`src/rtl/nand_gate_primitive.sv`:
```
// Bitwise NAND cell with a zero-latency combinational output, plus a registered copy (1 cycle)
// with change pulse and saturating toggle counter; no handshake, never stalls.
module nand_gate_primitive #(
   parameter int WIDTH = 1,
   parameter int CNT_W = 16
) (
   input  logic             clk,
   input  logic             rst,
   output logic [WIDTH-1:0] out,
   input  logic [WIDTH-1:0] in1,
   input  logic [WIDTH-1:0] in2,
   output logic [WIDTH-1:0] out_q,
   output logic             out_changed,
   output logic [CNT_W-1:0] toggle_cnt
);

   logic changing;

   // 4-state & already gives nand-primitive X semantics: any 0 operand forces a 1.
   assign out      = ~(in1 & in2);
   assign changing = (out != out_q);

   always_ff @(posedge clk) begin
      if (rst) begin
         out_q       <= '1;
         out_changed <= 1'b0;
         toggle_cnt  <= '0;
      end else begin
         out_q       <= out;
         out_changed <= changing;
         if (changing && (toggle_cnt != '1))
            toggle_cnt <= toggle_cnt + 1'b1;
      end
   end

endmodule

```
`config.mk`:
```
export PLATFORM = sky130hd
export DESIGN_NAME = nand_gate_primitive
export DESIGN_NICKNAME = d
export VERILOG_FILES = /design/src/rtl/nand_gate_primitive.sv
export SDC_FILE = /design/constraint.sdc
export NUM_CORES = 1
export LEC_CHECK = 0
export CORE_MARGIN = 2
export CORE_UTILIZATION = 48
export DETAILED_ROUTE_END_ITERATION = 10
export GPL_ROUTABILITY_DRIVEN = 0
export GPL_TIMING_DRIVEN = 0
export PLACE_DENSITY_LB_ADDON = 0.05
export SETUP_SLACK_MARGIN = 0.5
export SLEW_MARGIN = 20
export SYNTH_ARGS = -nofsm -noshare
export SYNTH_HDL_FRONTEND = slang
export SYNTH_SLANG_ARGS = --single-unit
```
`constraint.sdc`:
```
create_clock -name clk -period 1.94 [get_ports clk]
set_clock_uncertainty 0.05 [all_clocks]
set_input_delay 0.582 -clock clk [delete_from_list [all_inputs] [get_ports clk]]
set_output_delay 0.582 -clock clk [all_outputs]
set_load 0.03 [all_outputs]
```
== Yosys cells after proc, flatten, opt, wreduce, memory -nomap -nowiden ==
Cells that the tools add are included.

* Bits of input ports: 4
* Register bits: 18
* Output and inout port bits: 19

* Bitwise gates (word level): 2
* Add/subtract/negate cells: 1
* Eq/ne operators: 2
* Reduce and logical (&&, ||, !) cells: 1

{| class="wikitable"
|+ Operators by type and width
! cell !! number
|-
| 16-bit by 1-bit adder with 16-bit output, second input constant || 1
|-
| 16-bit inequality test, second input constant || 1
|-
| 1-bit AND || 1
|-
| 1-bit logical AND || 1
|-
| 1-bit inequality test || 1
|-
| 1-bit NOT || 1
|}

== Logic depth before layout (Yosys ltp) ==
Gate-level depths: netlist of run 1.

* Word-level depth: 4
* Gate-level depth with buffers: 6
* Mapped depth without buffers: 5

== Worst setup path before layout of run 1 ==
Ideal clock, no wire load.

* Path type: register -> register
* Start: register toggle_cnt[0]
* End: register toggle_cnt[14]
* Required time: 1.769 ns
* Library setup time: 0.121 ns
* Data arrival time: 1.709 ns
* Buffers on the path: 1
* Cell stages (with the launch flop): 7
* Period minus slack after synthesis: 1.880 ns
* Setup slack: 0.060 ns
* Cells stage by stage: dfxtp_1 -> ha_1 -> nand4_1 -> nor4_4 -> buf_6 -> nor4_2 -> mux2_4

* Longest elaborated chain between the ends: 2
* Elaborated cells between the ends (all ways): 3
* Classes of those cells: add/sub: 1; eq/ne: 1; reduce/logical: 1

{| class="wikitable"
|+ RTL lines
! element !! RTL line !! source
|-
| from (decl) || 14 || <nowiki>output logic [CNT_W-1:0] toggle_cnt</nowiki>
|-
| from (signal assigned) || 32 || <nowiki>toggle_cnt <= toggle_cnt + 1'b1;</nowiki>
|-
| parallel branches: the longest is 2 deep, another holds 16-bit by 1-bit adder with 16-bit output || - ||
|}

Several ways; the timed one is not identified.
A chain may end at the register's enable or synchronous reset.

== Final worst setup path of run 1 ==
* Start: register toggle_cnt[4]
* End: register toggle_cnt[13]

Same word-level chain as after synthesis.

==> impl_results.md, run 1 <==
* Worst setup path class: reg2reg
* Combined buffer and inverter count along the critical path at 2
* End of the worst register-to-register path: toggle_cnt[13]$_SDFFE_PP0P_
* Most common cell after layout, fill and taps aside: buf_6
* Most frequent cells in the layout: 22 x buf_6, 20 x buf_4, 13 x dfxtp_4
* Register area share after synthesis at ~37%
* Initial antenna violation count at 0
* Via Count at 1051
* Die X at between 40 and 50 um
* Worst setup SP type: flop
* Clk buf depth at 2
* H-tree levels at 1
* Worst-Margin Slew at 470 ps
* Post-Synth Simple-Gate Area at around 36%
* Yosys top cell by area: dfxtp_1
* Starting density of the core at 50.2%
* Final worst path period need at 1790 ps
* Maximum vdd drop at slightly below 400 uV
* Synth Area in Compound Gates at approximately 17%
* PD cells at 402 nW/um2
* DIE AREA at 2410 um2
* Drt drc at 0
* Vias in the first global route at roughly 1000
* R2r setup slk at 150 ps
* Top delay family on crit path: simple AND/OR/NAND/NOR gates
* Worst EP required at 2110 ps
* DR iter-0 viols at 23
* Routed Antenna Nets at 0
* Multiplexer share of the synthesized area at about 5.3%
* Status: finished, final reports clean
* Place WS at -465 ps
* Register-to-Register Path Depth at 6
* CP max stage delay at 400 ps
* CTS Buf Count at 3
* Worst-path fanout max at 4
* Overall Global Routing Usage at 25.3%
* First-pass GRT wire length at 4690 um
* Nets at 158
* Share of layout cells above drive strength 1 at 60.5%
* Slowest-stage cell, CP: or4_4
* Fin crit share at a little over 90%
* Final count of negative-setup-slack endpoints at 0
* Worst r2r src: toggle_cnt[4]$_SDFFE_PP0P_
* YS warnings at 0
* # diodes at 0
* I/O pin cnt at 23
* Area of the multi-input gates at 687 um2
* Via density per instance at 5.87
* Post-DP HPWL at 1740 um
* Worst-Skew Late Latency at 310 ps
* Layout Utilization at 83.8%
* Clock sinks at 18
* Synthesis-stage register bit count at 18
* Max_cap viols at 0
* Row Count at 16
* Global route overflow at 0
* Area Growth Syn to Fin at 66.9%
* Storage cell area at 414 um2
* Wire length per cell at about 17 um
* Fmax at 0.557 GHz
* Slew Limit Fails at 0
* Hold wc startpoint: toggle_cnt[11]$_SDFFE_PP0P_
* Final Cell Area at 1630 um2
* Final Worst Setup Slack at 145 ps
* Post-synth cell types at 35
* Die H at around 49 um
* FILL cells at 113
* CTS tree: done
* Syn Nets at 111
* Xor/xnor share of the synthesized area at 0%
* Crit end category: flop
* Avg Inst Size Synth at 9.20 um2
* DRT Pass-1 Iters at 4
* Worst hold path class: reg2reg
* Routed wire length at 2980 um
* Clock transition at the registers of the reported paths at 120 ps
* Synth area leaders: dfxtp_1 37%, o31ai_1 6.2%, a21oi_1 5.6%
* DP Area at 1330 um2
* Core footprint at 1940 um2
* Final Hold Vio Count at 0
* WHS at between 400 and 500 ps
* Yosys top cell area share at a little under two fifths
* Cell chain of the critical path: buf_6 > and4_1 > nand4_1 > buf_4 > or4_4 > a21oi_1
* Power Total at approximately 650 uW
* Pleak at 0.617 nW
* Root Buffer: clkbuf_4
* CP arrival at 1960 ps
* Synthesized area at 975 um2
* Synthesized instance count at 106
* Largest family of logic cells by synthesized area: simple AND/OR/NAND/NOR gates
* IO Port Bufs at 22
* Slew headroom at 68.5%
* Adder-Cell Fraction of Synth Area at 1.28%
* Largest net degree at the start of global routing at 11
* Hold depth at 2
* Endpoint, Worst Hold: toggle_cnt[11]$_SDFFE_PP0P_
* RSZ-0062 raised after global routing: true
==> how the worst max path moves through the flow <==
stage	cells after the start	endpoint	start
4_1_cts	6	toggle_cnt[14]$_SDFFE_PP0P_	toggle_cnt[0]$_SDFFE_PP0P_
2_1_floorplan	4	toggle_cnt[14]$_SDFFE_PP0P_	toggle_cnt[10]$_SDFFE_PP0P_
6_report	6	toggle_cnt[13]$_SDFFE_PP0P_	toggle_cnt[4]$_SDFFE_PP0P_
3_3_place_gp	3	out	in1
3_5_place_dp	3	out	in2
5_1_grt	6	toggle_cnt[13]$_SDFFE_PP0P_	toggle_cnt[4]$_SDFFE_PP0P_
==> repair_timing <==
action | CTS | global route
hold buffers | 0 | 0
setup buffers | 18 | 2
resized for setup | 143 | 29
pin swaps | 15 | 11
endpoints found under the setup margin | 37 | 36
==> state kept, by name (all words and copies together) (netlist names) <==
signal and flops:
toggle_cnt 16, out_changed 1, out_q 1
==> synthesized netlist by cell type, drive strengths merged <==
cell type and number:
or3 3, buf 1, o31ai 8, or2 1
a31oi 1, o21ai 3, a211oi 1, nand2b 1
mux2 3, a21bo 1, a21oi 11, nand4 4
nand3b 1, nor3 4, nor2b 2, clkbuf 3
nor2 6, and4 4, dfxtp 18, mux2i 1
inv 4, nand3 5, ha 1, or3b 1
o2111a 1, nor4 3, and4bb 1, nand2 5
nor4b 1, or4 7
==> metrics by stage <==
stage / cells / TNS (ps)
final: 179 / 0
after global routing: 179 / 0
after CTS: 177 / 0
after detailed placement: 155 / -4450
after global placement: 155 / -3880
after floorplan: 106 / 0
==> metal layers <==
metal,part of all wire [%],GRT usage [%]
met2,52,45.0
met4,0.74,9.52
met1,44,29.6
met3,3.5,4.91
met5,0,0
==> logic make-up (layout without fill, tap and decap cells) <==
kind of cell    count (synthesis)  after routing
compound gates                 26             26
fa+ha+maj                       1              1
flops                          18             18
buf+inv                         8             54
mux                             4              4
simple gates                   49             49
==> layout make-up <==
| cell class | count | area share, % |
|---|---|---|
| well taps | 27 | 2.08 |
| clock buffers | 3 | 1.38 |
| multi-input cells | 80 | 42.2 |
| flip-flops and latches | 18 | 25.5 |
| inverters | 4 | 0.923 |
| repair buffers | 42 | 24.6 |
| clock inverters | 1 | 0.231 |
| plain buffers | 4 | 3.08 |
==> power breakdown <==
group          internal, mW  switching [mW]
Combinational        0.0416          0.0477
Clock                0.0750           0.125
Sequential            0.359         0.00555
==> worst register-to-register path, delay by kind of cell, from the launching register on <==
family / cells / cell delay, ps
flops: 1 / 390
compound gates: 1 / 140
simple gates: 3 / 820
buf+inv: 2 / 320
Power figures use the tool's default switching activity.
==> run 2: changes to the inputs <==
Settings changed: CTS_CLUSTER_SIZE set to 10.
==> results of run 2 <==
Final layout, timing and power as in run 1 (identical DEF).
